`config.mk`:
```
export PLATFORM = sky130hd
export DESIGN_NAME = vga_fb_arbiter
export DESIGN_NICKNAME = d
export VERILOG_FILES = /design/src/rtl/vga_fb_arbiter_pkg.sv /design/src/rtl/vga_fb_arbiter_wr_fifo.sv /design/src/rtl/vga_fb_arbiter.sv
export SDC_FILE = /design/constraint.sdc
export NUM_CORES = 1
export LEC_CHECK = 0
export ABC_CLOCK_PERIOD_IN_PS = 6900
export BUFFER_PORTS_ARGS = -buffer_cell sky130_fd_sc_hd__clkbuf_2
export CORE_UTILIZATION = 42
export CTS_CLUSTER_DIAMETER = 200
export DETAILED_ROUTE_END_ITERATION = 8
export SLEW_MARGIN = 20
export SYNTH_ARGS = -nofsm -noshare
export SYNTH_HDL_FRONTEND = slang
export SYNTH_HIERARCHICAL = 1
export SYNTH_SLANG_ARGS = --single-unit
```
`constraint.sdc`:
```
create_clock -name CLK -period 6.9 [get_ports CLK]
set_input_delay 0.345 -clock CLK [delete_from_list [all_inputs] [get_ports CLK]]
set_output_delay 0.345 -clock CLK [all_outputs]
set_load 0.01 [all_outputs]
```
`src/rtl/vga_fb_arbiter_pkg.sv`:
```
// Shared constants and the ownership enum for the VGA frame-buffer arbiter.
package vga_fb_arbiter_pkg;

    localparam int unsigned H_RES     = 640;
    localparam int unsigned V_RES     = 480;
    localparam int unsigned FB_PIXELS = H_RES * V_RES;

    typedef enum logic [1:0] {
        DISP  = 2'd0,
        WRITE = 2'd1,
        IDLE  = 2'd2
    } owner_e;

    // True when a linear pixel address lies inside the visible frame.
    function automatic logic in_frame(input logic [31:0] addr);
        return addr < FB_PIXELS;
    endfunction

endpackage

```
`src/rtl/vga_fb_arbiter_wr_fifo.sv`:
```
// Write buffer for the frame-buffer arbiter: synchronous FIFO with a registered ready flag.
module fb_wr_fifo #(
    parameter int unsigned DEPTH = 4,
    parameter int unsigned WIDTH = 27
) (
    input  logic             clk,
    input  logic             rst_n,
    input  logic             push,
    input  logic [WIDTH-1:0] wdata,
    input  logic             pop,
    output logic [WIDTH-1:0] rdata,
    output logic             empty,
    output logic             ready
);

    localparam int unsigned PW = (DEPTH > 1) ? $clog2(DEPTH) : 1;
    localparam int unsigned CW = PW + 1;

    logic [WIDTH-1:0] mem_q [DEPTH];
    logic [WIDTH-1:0] mem_d [DEPTH];
    logic [PW-1:0]    wr_ptr_q, wr_ptr_d;
    logic [PW-1:0]    rd_ptr_q, rd_ptr_d;
    logic [CW-1:0]    count_q, count_d;
    logic             ready_q, ready_d;
    logic             do_push_c;
    logic             do_pop_c;

    assign do_push_c = push && ready_q;
    assign do_pop_c  = pop && (count_q != '0);

    always_comb begin
        mem_d    = mem_q;
        wr_ptr_d = wr_ptr_q;
        rd_ptr_d = rd_ptr_q;
        count_d  = count_q;
        if (do_push_c) begin
            mem_d[wr_ptr_q] = wdata;
            wr_ptr_d        = wr_ptr_q + PW'(1);
        end
        if (do_pop_c) begin
            rd_ptr_d = rd_ptr_q + PW'(1);
        end
        case ({do_push_c, do_pop_c})
            2'b10:   count_d = count_q + CW'(1);
            2'b01:   count_d = count_q - CW'(1);
            default: count_d = count_q;
        endcase
        // Ready is held low throughout reset and derived from the next occupancy.
        ready_d = (count_d != CW'(DEPTH));
    end

    always_ff @(posedge clk) begin
        if (!rst_n) begin
            wr_ptr_q <= '0;
            rd_ptr_q <= '0;
            count_q  <= '0;
            ready_q  <= 1'b0;
        end else begin
            wr_ptr_q <= wr_ptr_d;
            rd_ptr_q <= rd_ptr_d;
            count_q  <= count_d;
            ready_q  <= ready_d;
        end
    end

    always_ff @(posedge clk) begin
        mem_q <= mem_d;
    end

    assign rdata = mem_q[rd_ptr_q];
    assign empty = (count_q == '0);
    assign ready = ready_q;

endmodule

```
`src/rtl/vga_fb_arbiter.sv`:
```
// Single-port frame-buffer arbiter: display scan-out has priority, buffered writes fill blanking.
module vga_fb_arbiter
    import vga_fb_arbiter_pkg::*;
#(
    parameter int unsigned DATA_W     = 8,
    parameter int unsigned FIFO_DEPTH = 4,
    parameter int unsigned ADDR_W     = 19
) (
    input  logic              CLK,
    input  logic              RST,
    input  logic              PIXEL_IN,
    input  logic [ADDR_W-1:0] P_COUNT_IN,
    input  logic              H_SYNC_IN,
    input  logic              V_SYNC_IN,
    input  logic              WR_VALID,
    output logic              WR_READY,
    input  logic [ADDR_W-1:0] WR_ADDR,
    input  logic [DATA_W-1:0] WR_DATA,
    output logic [ADDR_W-1:0] MEM_ADDR,
    output logic              MEM_WE,
    output logic [DATA_W-1:0] MEM_WDATA,
    input  logic [DATA_W-1:0] MEM_RDATA,
    output logic [DATA_W-1:0] PIX_DATA,
    output logic              PIX_VALID,
    output logic              H_SYNC_OUT,
    output logic              V_SYNC_OUT,
    output logic              FRAME_START,
    output logic              WR_DROP
);

    localparam int unsigned ENTRY_W = ADDR_W + DATA_W;

    owner_e             state_c;
    logic               wr_fire_c;
    logic               in_range_c;
    logic               push_c;
    logic               pop_c;
    logic               fifo_empty;
    logic [ENTRY_W-1:0] fifo_head;

    logic pix_valid_q,   pix_valid_d;
    logic h_sync_q,      h_sync_d;
    logic v_sync_q,      v_sync_d;
    logic frame_start_q, frame_start_d;
    logic wr_drop_q,     wr_drop_d;

    assign wr_fire_c  = WR_VALID && WR_READY;
    assign in_range_c = in_frame(32'(WR_ADDR));
    assign push_c     = wr_fire_c && in_range_c;

    fb_wr_fifo #(
        .DEPTH (FIFO_DEPTH),
        .WIDTH (ENTRY_W)
    ) u_wr_fifo (
        .clk   (CLK),
        .rst_n (RST),
        .push  (push_c),
        .wdata ({WR_ADDR, WR_DATA}),
        .pop   (pop_c),
        .rdata (fifo_head),
        .empty (fifo_empty),
        .ready (WR_READY)
    );

    // Ownership is re-decided every cycle; reset forces IDLE so no partial write escapes.
    always_comb begin
        state_c = IDLE;
        if (!RST) begin
            state_c = IDLE;
        end else if (PIXEL_IN) begin
            state_c = DISP;
        end else if (!fifo_empty) begin
            state_c = WRITE;
        end
    end

    always_comb begin
        MEM_ADDR  = '0;
        MEM_WE    = 1'b0;
        MEM_WDATA = '0;
        pop_c     = 1'b0;
        case (state_c)
            DISP: begin
                MEM_ADDR = P_COUNT_IN;
            end
            WRITE: begin
                MEM_ADDR  = fifo_head[DATA_W +: ADDR_W];
                MEM_WDATA = fifo_head[DATA_W-1:0];
                MEM_WE    = 1'b1;
                pop_c     = 1'b1;
            end
            default: begin
                MEM_ADDR = '0;
            end
        endcase
    end

    always_comb begin
        pix_valid_d   = PIXEL_IN;
        h_sync_d      = H_SYNC_IN;
        v_sync_d      = V_SYNC_IN;
        frame_start_d = PIXEL_IN && (P_COUNT_IN == '0);
        wr_drop_d     = wr_fire_c && !in_range_c;
    end

    always_ff @(posedge CLK) begin
        if (!RST) begin
            pix_valid_q   <= 1'b0;
            h_sync_q      <= 1'b1;
            v_sync_q      <= 1'b1;
            frame_start_q <= 1'b0;
            wr_drop_q     <= 1'b0;
        end else begin
            pix_valid_q   <= pix_valid_d;
            h_sync_q      <= h_sync_d;
            v_sync_q      <= v_sync_d;
            frame_start_q <= frame_start_d;
            wr_drop_q     <= wr_drop_d;
        end
    end

    assign PIX_VALID   = pix_valid_q;
    assign PIX_DATA    = (RST && pix_valid_q) ? MEM_RDATA : '0;
    assign H_SYNC_OUT  = h_sync_q;
    assign V_SYNC_OUT  = v_sync_q;
    assign FRAME_START = frame_start_q;
    assign WR_DROP     = wr_drop_q;

endmodule

```
# ---- Yosys cells after proc, flatten, opt, wreduce, memory -nomap -nowiden
# Cells that the tools add are included.
dict set report totals {
  wordCells 54
  register_bits 121
  output_inout_bits 42
  inputBits 60
}
dict set report classes {
  eq_ne 4
  bitwise_logic 2
  reduce_logical 13
  order_cmp 4
  addsub 4
  mux 14
}
# operator count
set ops {}
lappend ops {{$bwmux 108} 1}
lappend ops {{$mux 27} 3}
lappend ops {{$bmux 27 s2} 1}
lappend ops {{$demux 27 s2} 1}
lappend ops {{$pmux 19 s2} 1}
lappend ops {{$logic_not 19->1} 1}
lappend ops {{$lt 19x19->1 const B} 1}
lappend ops {{$mux 8} 2}
lappend ops {{$logic_and 1x1->1} 8}
lappend ops {{$ge 3x3->1 const B} 2}
lappend ops {{$mux 2} 3}
lappend ops {{$not 2->3} 2}
lappend ops {{$pmux 3 s2} 1}
lappend ops {{$add 2x1->2 const B} 2}
lappend ops {{$eq 2x1->1 const B} 2}
lappend ops {{$add 3x1->3 const B} 1}
lappend ops {{$logic_not 3->1} 1}
lappend ops {{$lt 3x1->1 const B} 1}
lappend ops {{$ne 3x3->1 const B} 1}
lappend ops {{$reduce_bool 3->1} 1}
lappend ops {{$sub 3x1->3 const B} 1}
lappend ops {{$eq 2x2->1 const B} 1}
lappend ops {{$logic_not 2->1} 1}
lappend ops {{$logic_not 1->1} 1}
lappend ops {{$mux 1} 1}

# ---- Depth between registers and ports, before layout
# Gate-level depths: netlist of run 1.
dict set report depth {
  depth_word 10
  mapped_depth 11
  ltp_nobuf 10
}

# ---- Hierarchy
# Netlist of run 1, hierarchy kept.
# mod seq_area_each_um2 area_each_um2 n_inst cells_per_inst
set by_module_without_submodules {}
lappend by_module_without_submodules {fb_wr_fifo 3403.3 4383.0 1 195}
lappend by_module_without_submodules {vga_fb_arbiter 100.1 544.3 1 64}

# ---- Worst setup path before layout of run 1
# OpenSTA, ideal clock, no wires.
dict set report synth_path {
  path_type {register to register}
  from {register u_wr_fifo.count_q[0]}
  to {register u_wr_fifo.ready_q (netlist: u_wr_fifo/ready)}
  arrival_ns 2.287
  slack_ns 4.463
  period_less_slack_ns 2.437
  path_stages_with_launch 12
  path_buffers 1
  setup_ns 0.149
  t_required_ns 6.751
  path_cell_list {dfxtp_1 -> nor3_1 -> nor3b_4 -> buf_6 -> o31ai_1 -> inv_1 -> ha_1 -> inv_1 -> fa_1 -> inv_1 -> o311ai_0 -> o311ai_0}
}
dict set report synth_via {
  elab_chain_cells 10
  elab_cells_between_ends 14
  cone_classes {add/sub (2); eq/ne (4); mux (5); reduce/logical (3)}
}
# element line
set synth_rtl {}
lappend synth_rtl {{start: declaration} vga_fb_arbiter_wr_fifo.sv:23} ;# logic [CW-1:0] count_q, count_d;
lappend synth_rtl {{start signal: assignment} vga_fb_arbiter_wr_fifo.sv:61} ;# count_q <= count_d;
lappend synth_rtl {{$logic_not 3->1 *} vga_fb_arbiter_wr_fifo.sv:71} ;# assign empty = (count_q == '0);
lappend synth_rtl {{via fifo_empty} vga_fb_arbiter.sv:38} ;# logic fifo_empty;
lappend synth_rtl {{$mux 2 *} vga_fb_arbiter.sv:72} ;# end else if (!fifo_empty) begin
lappend synth_rtl {{$mux 2 *} vga_fb_arbiter.sv:70} ;# end else if (PIXEL_IN) begin
lappend synth_rtl {{$mux 2 *} vga_fb_arbiter.sv:68} ;# if (!RST) begin
lappend synth_rtl {{$eq 2x1->1 *} -}
lappend synth_rtl {{$mux 1 *} -}
lappend synth_rtl {{via MEM_WE} vga_fb_arbiter.sv:20} ;# output logic MEM_WE,
lappend synth_rtl {{$logic_and 1x1->1 *} vga_fb_arbiter_wr_fifo.sv:29} ;# assign do_pop_c = pop && (count_q != '0);
lappend synth_rtl {{via u_wr_fifo.do_pop_c} vga_fb_arbiter_wr_fifo.sv:26} ;# logic do_pop_c;
lappend synth_rtl {{$eq 2x1->1 / $eq 2x2->1 (equally long branches)} vga_fb_arbiter_wr_fifo.sv:43} ;# case ({do_push_c, do_pop_c})
lappend synth_rtl {{$pmux 3 s2 *} vga_fb_arbiter_wr_fifo.sv:43}
lappend synth_rtl {{$ne 3x3->1 *} vga_fb_arbiter_wr_fifo.sv:49} ;# ready_d = (count_d != CW'(DEPTH));
lappend synth_rtl {{end signal: assignment} vga_fb_arbiter_wr_fifo.sv:62} ;# ready_q <= ready_d;
lappend synth_rtl {{end: declaration} vga_fb_arbiter_wr_fifo.sv:24} ;# logic ready_q, ready_d;
# Mark *: on every way through the listed nets, which the timed path passes. The rest lies on a longest branch.
# A chain may end at the register's enable or synchronous reset.

# ---- Worst setup path in the final report of run 1
dict set report layout_path {
  from {register u_wr_fifo.count_q[2]}
  to {register u_wr_fifo.ready_q (netlist: u_wr_fifo/ready)}
}
dict set report layout_via {
  elab_chain_cells 10
  elab_cells_between_ends 14
  cone_classes {add/sub (2); eq/ne (4); mux (5); reduce/logical (3)}
}
# element line
set layout_rtl {}
lappend layout_rtl {{$logic_not 3->1 *} vga_fb_arbiter_wr_fifo.sv:71}
lappend layout_rtl {{via fifo_empty} vga_fb_arbiter.sv:38}
lappend layout_rtl {{$mux 2 *} vga_fb_arbiter.sv:72}
lappend layout_rtl {{$mux 2 *} vga_fb_arbiter.sv:70}
lappend layout_rtl {{$mux 2 *} vga_fb_arbiter.sv:68}
lappend layout_rtl {{$eq 2x1->1 *} vga_fb_arbiter.sv:82} ;# case (state_c)
lappend layout_rtl {{$mux 1 *} vga_fb_arbiter.sv:82}
lappend layout_rtl {{$logic_and 1x1->1 *} vga_fb_arbiter_wr_fifo.sv:29}
lappend layout_rtl {{via u_wr_fifo.do_pop_c} vga_fb_arbiter_wr_fifo.sv:26}
lappend layout_rtl {{$eq 2x1->1 / $eq 2x2->1 (equally long branches)} vga_fb_arbiter_wr_fifo.sv:43}
lappend layout_rtl {{$pmux 3 s2 *} vga_fb_arbiter_wr_fifo.sv:43}
lappend layout_rtl {{$ne 3x3->1 *} vga_fb_arbiter_wr_fifo.sv:49}
# Marks and branches as above.

==> flow_metrics.env, run 1 <==
export IMPL_outcome="complete, no violations"
export IMPL_async_flop_share=0
export IMPL_ys_seq_elements=121
export IMPL_r2r_start="u_wr_fifo/count_q[2]"
export IMPL_row_count=39
export IMPL_ir_drop_uv=192
export IMPL_drtAntennaViolNets=0
export IMPL_synth_edf_count=108
export IMPL_crit_path_top_delay_cell="fa_1"
export IMPL_synth_avg_cell_area_um2=19.0
export IMPL_drc=0
export IMPL_hold_viol=0
export IMPL_setup_viol=0
export IMPL_grt_pass1_vias=2609
export IMPL_synthCells=259
export IMPL_r2r_end="u_wr_fifo/ready"
export IMPL_postCtsHoldBufs=0
export IMPL_power_mw=1.76
export IMPL_cp_data_required_time_ns=7.15
export IMPL_clock_sinks=121
export IMPL_die_area_mm2=0.0122
export IMPL_drt_wl_total_um=9490
export IMPL_cp_depth=10
export IMPL_fin_skew_ns=0.00641
export IMPL_antenna_found_initial=0
export IMPL_diodes=0
export IMPL_clockBufferDepth=2
export IMPL_netlist_area_mm2=0.00493
export IMPL_placedCellCount=496
export IMPL_slew_violations=0
export IMPL_core_area_mm2=0.0114
export IMPL_insertion_delay_ns=0.40
export IMPL_relSlewSlack=0.604
export IMPL_setup_worst_path_start="u_wr_fifo/count_q[2]"
export IMPL_io_pins=102
export IMPL_place_detailed_hpwl_um=6040
export IMPL_cts_tree="built"
export IMPL_period_share=0.382
export IMPL_htree_levels=4
export IMPL_vias=2748
export IMPL_synth_area_leaders="edfxtp_1, mux4_2, dfxtp_1"
export IMPL_synthFlopType="edfxtp_1"
export IMPL_rr_worst_depth=10
export IMPL_p_leak_nw=2.28
export IMPL_r2r_slack_ns=4.26
export IMPL_tightest_slew_ns=0.594
export IMPL_drv_cap=0
export IMPL_grt_max_degree=31
export IMPL_cts_buffers_inserted=17
export IMPL_wire_per_inst_um=17.9
export IMPL_gp_congestion=0.711
export IMPL_initialDrtViolationCount=141
export IMPL_ys_seq_area_frac=0.711
export IMPL_endpoint_kind="flip-flop"
export IMPL_fp_dieW_um=110
export IMPL_initial_core_util=0.432
export IMPL_die_height_um=110
export IMPL_fin_crit_ns=2.64
export IMPL_max_stage_delay_ns=0.48
export IMPL_path_cells="nor3_1, nor3b_4, o31ai_1, inv_1, ha_1, inv_1, fa_1, inv_1, o311ai_0, o311ai_0"
export IMPL_ys_types=36
export IMPL_fillers=935
export IMPL_hold_path_class="in -> reg"
export IMPL_yosysMostFrequentCell="edfxtp_1"
export IMPL_io_buffers=101
export IMPL_cts_setup_buffers=0
export IMPL_drive_above_1_share=0.482
export IMPL_endpoint="u_wr_fifo/ready"
export IMPL_yosys_area_top_type_share=0.658
export IMPL_grt_ovfl_total=0
export IMPL_syn_nets=325
export IMPL_clockRootBuffer="clkbuf_16"
export IMPL_yosysTopAreaCell="edfxtp_1"
export IMPL_startpoint_type="flip-flop"
export IMPL_area_growth_pct=25.0
export IMPL_pre_cts_slack_ns=3.41
export IMPL_fin_nets=439
export IMPL_ctsResizeCount=0
export IMPL_avgViaCountPerCell=5.19
export IMPL_crit_family="compound AO/OA/AOI/OAI gates"
export IMPL_worst_slack_ns=4.26
export IMPL_critPathArrivalTime_ns=2.89
export IMPL_critPathMostFrequentCell="inv_1"
export IMPL_grt_pass1_wl_um=13800
export IMPL_rsz0062_at_grt="false"
export IMPL_synthTopCellsByCount="edfxtp_1, mux4_2, a22o_2"
export IMPL_yosysWarnings=6
export IMPL_fin_tns_setup_ns=0
export IMPL_criticalPathCategory="reg -> reg"
export IMPL_hold_slack_ns=0.115
export IMPL_final_instance_count_excl_fill=529
export IMPL_track_usage=0.166
export IMPL_path_clk_slew_ns=0.06
export IMPL_fmax_mhz=379
export IMPL_cp_buffers_inverters=3
export IMPL_cp_max_fo=10
export IMPL_p_per_area_mw_per_mm2=286
export IMPL_firstDrtPassIters=4
[worst min-delay path by stage]
| stage | startpoint | end | cells past startpoint |
|---|---|---|---|
| 2_1_floorplan | V_SYNC_IN | V_SYNC_OUT | 1 |
| 3_3_place_gp | u_wr_fifo/wr_ptr_q[1] | u_wr_fifo/wr_ptr_q[1] | 2 |
| 3_5_place_dp | u_wr_fifo/wr_ptr_q[1] | u_wr_fifo/wr_ptr_q[1] | 2 |
| 4_1_cts | H_SYNC_IN | H_SYNC_OUT | 2 |
| 5_1_grt | V_SYNC_IN | V_SYNC_OUT | 2 |
| 6_report | V_SYNC_IN | V_SYNC_OUT | 2 |
[cells in the final DEF, fill, tap and decap left out, types with 7 or more instances in the layout]
master,instances
nand2_1,7
edfxtp_1,108
and2_1,11
a22o_2,18
and3_1,12
mux4_2,27
inv_1,7
dfxtp_1,12
clkbuf_2,101
clkbuf_16,17
[state kept, by name (all words and copies together) (netlist names)]
| register | flops |
|---|---|
| FRAME_START | 1 |
| H_SYNC_OUT | 1 |
| PIX_VALID | 1 |
| V_SYNC_OUT | 1 |
| WR_DROP | 1 |
| u_wr_fifo/count_q | 3 |
| u_wr_fifo/mem_q | 108 |
| u_wr_fifo/rd_ptr_q | 2 |
| u_wr_fifo/ready | 1 |
| u_wr_fifo/wr_ptr_q | 2 |
[where the power goes]
group	leakage, nW	switching, mW	internal [mW]
registers	1.08	0.00645	0.808
logic	0.927	0.0462	0.0416
clock network	0.275	0.322	0.537
total	2.28	0.375	1.39
[per-stage QoR]
| step | util | area, um^2 |
|---|---|---|
| finish | 0.539 | 6160 |
| global placement | 0.487 | 5560 |
| global route | 0.539 | 6160 |
| CTS | 0.538 | 6140 |
| floorplan | - | 4930 |
| detailed placement | 0.487 | 5560 |
[kinds of logic (layout without fill, tap and decap cells)]
group | after synthesis | in the layout | synth area share
AND/OR/NAND/NOR | 49 | 49 | 0.0609
AO/OA/AOI/OAI | 33 | 33 | 0.0561
flip-flops | 121 | 121 | 0.711
XOR/XNOR | 4 | 4 | 0.00711
buffers and inverters | 19 | 146 | 0.0246
multiplexers | 27 | 27 | 0.123
adder cells (fa/ha/maj) | 6 | 6 | 0.0168
[final cells by class]
| type | count | area (um^2) | area share |
|---|---|---|---|
| well taps | 143 | 179 | 0.0291 |
| flip-flops and latches | 121 | 3510 | 0.569 |
| multi-input cells | 119 | 1300 | 0.211 |
| repair buffers | 107 | 554 | 0.0900 |
| inverters | 7 | 26.3 | 0.00427 |
| clock inverters | 15 | 164 | 0.0266 |
| clock buffers | 17 | 425 | 0.0691 |
[layer usage]
layer  vias up  routed length, um  GRT usage
met5         -                  0          0
met2        89               4550      0.264
li1       1299                  -          -
met4         0                 95     0.0761
met1      1352               4240      0.209
met3         8                603     0.0541
Note: power is estimated with default switching activity, not from simulation.
==> run 2: changes to the inputs <==
- ABC_CLOCK_PERIOD_IN_PS: 6900 -> 2450
- clock period: 6.9 -> 2.45 ns (I/O delays scaled with it)
==> run 2 against run 1 <==
Final cell count increased by 7.2%. Non-clock buffer count up 38. Global-route usage increased by 0.83 points. Core utilization grew 3.6 points. Worst setup slack worse by 4.1 ns. Sequential share of layout area is 3.6 points lower. Wire length up 4.8%. Clock-buffer cell count up 3. Largest cell class unchanged. Highest routed layer unchanged.
==> flow_metrics.env, run 2 (same netlist as run 1, synthesis figures left out) <==
export IMPL_outcome="complete, no violations"
export IMPL_startpoint_type="input pin"
export IMPL_cp_data_required_time_ns=2.70
export IMPL_p_per_area_mw_per_mm2=783
export IMPL_p_leak_nw=2.48
export IMPL_grt_max_degree=30
export IMPL_drc=0
export IMPL_drtAntennaViolNets=0
export IMPL_cts_buffers_inserted=17
export IMPL_relSlewSlack=0.692
export IMPL_avgViaCountPerCell=5.14
export IMPL_area_growth_pct=33.3
export IMPL_placedCellCount=504
export IMPL_io_pins=102
export IMPL_clockBufferDepth=2
export IMPL_dpl_cell_area_mm2=0.00563
export IMPL_place_detailed_hpwl_um=6400
export IMPL_reg_top3="u_wr_fifo/mem_q: 108 flops, u_wr_fifo/count_q: 3 flops"
export IMPL_cts_tree="built"
export IMPL_hold_path_class="in -> reg"
export IMPL_clockRootBuffer="clkbuf_16"
export IMPL_antenna_found_initial=0
export IMPL_critPathMostFrequentCell="inv_1"
export IMPL_cp_max_fo=6
export IMPL_power_mw=5.14
export IMPL_die_area_mm2=0.0122
export IMPL_drv_cap=0
export IMPL_fin_area_mm2=0.00657
export IMPL_clock_sinks=121
export IMPL_fmax_mhz=435
export IMPL_fin_tns_setup_ns=0
export IMPL_grt_pass1_wl_um=14700
export IMPL_insertion_delay_ns=0.40
export IMPL_path_cells="dlygate4sd3_1, clkbuf_2, a21oi_1, o21ai_2, nor2_2, nand2_1, ha_2, inv_1, fa_1, inv_1, o311ai_0, o311ai_1"
export IMPL_drt_wl_total_um=9940
export IMPL_criticalPathCategory="in -> reg"
export IMPL_io_buffers=101
export IMPL_setup_viol=0
export IMPL_diodes=0
export IMPL_largest_register_ff_count=108
export IMPL_slew_violations=0
export IMPL_max_flop_register="u_wr_fifo/mem_q"
export IMPL_fillers=907
export IMPL_row_count=39
export IMPL_crit_path_top_delay_cell="dlygate4sd3_1"
export IMPL_gp_congestion=0.772
export IMPL_fp_dieW_um=110
export IMPL_path_clk_slew_ns=0.06
export IMPL_die_height_um=110
export IMPL_mostFrequentLayoutCell="edfxtp_1"
export IMPL_fin_skew_ns=0.00688
export IMPL_grt_ovfl_total=0
export IMPL_ir_drop_uv=548
export IMPL_final_instance_count_excl_fill=567
export IMPL_fin_nets=477
export IMPL_drive_above_1_share=0.467
export IMPL_initialDrtViolationCount=212
export IMPL_hold_viol=0
export IMPL_endpoint_kind="flip-flop"
export IMPL_tightest_slew_ns=0.458
export IMPL_cts_setup_buffers=0
export IMPL_wire_per_inst_um=17.5
export IMPL_vias=2915
export IMPL_period_share=0.938
export IMPL_htree_levels=4
export IMPL_firstDrtPassIters=4
export IMPL_initial_core_util=0.432
export IMPL_fin_crit_ns=2.30
export IMPL_core_area_mm2=0.0114
export IMPL_hold_slack_ns=0.0438
export IMPL_critPathArrivalTime_ns=2.55
export IMPL_layout_common_cells="edfxtp_1, clkbuf_2, dlygate4sd3_1, mux4_2, a22o_2"
export IMPL_rsz0062_at_grt="false"
export IMPL_grt_pass1_vias=2939
export IMPL_track_usage=0.175
export IMPL_max_stage_delay_ns=0.54
[run 2: critical path, delay by kind of cell]
| kind | cells | cell delay, ns |
|---|---|---|
| simple gates | 2 | 0.21 |
| fa+ha+maj | 2 | 0.68 |
| buf+inv | 4 | 0.79 |
| compound gates | 4 | 0.75 |
[run 2: final cells by class]
| class | instances | area, um^2 | share of cell area |
|---|---|---|---|
| repair buffers | 145 | 926 | 0.141 |
| well taps | 143 | 179 | 0.0272 |
| multi-input cells | 119 | 1310 | 0.200 |
| flip-flops and latches | 121 | 3510 | 0.534 |
| inverters | 7 | 26.3 | 0.00400 |
| clock buffers | 20 | 457 | 0.0695 |
| clock inverters | 12 | 163 | 0.0248 |
[run 2: stage by stage]
step           utilization  setup slack, ns
2_1_floorplan            -           0.0134
3_3_place_gp         0.493            0.246
3_5_place_dp         0.493            0.136
4_1_cts              0.574           0.0674
5_1_grt              0.575           0.0318
6_report             0.575            0.152
[run 2: per-layer routing]
layer / global-route usage / part of all wire / up-vias / routed length, um
li1: - / - / 1362 / -
met1: 0.211 / 0.44 / 1465 / 4340
met2: 0.295 / 0.51 / 80 / 5030
met3: 0.0506 / 0.048 / 8 / 474
met4: 0.0714 / 0.010 / 0 / 104
met5: 0 / 0 / - / 0
[run 2: what timing repair did]
item                                    CTS  global route
endpoints found under the hold margin   111             0
hold buffers                             31             0
endpoints found under the setup margin    0             3
resized for setup                         0             7
[run 2: worst paths after layout]
check	from	end	slack [ns]	depth (start not counted)
max	WR_ADDR[13]	u_wr_fifo/ready	0.15	12
min	P_COUNT_IN[14]	FRAME_START	0.04	4
max reg2reg	u_wr_fifo/count_q[1]	u_wr_fifo/ready	0.19	10
min reg2reg	u_wr_fifo/wr_ptr_q[1]	u_wr_fifo/wr_ptr_q[1]	0.52	2
[run 2: where the power goes]
part	internal (mW)	switching, mW
logic	0.156	0.148
registers	2.28	0.0127
clock network	1.67	0.881
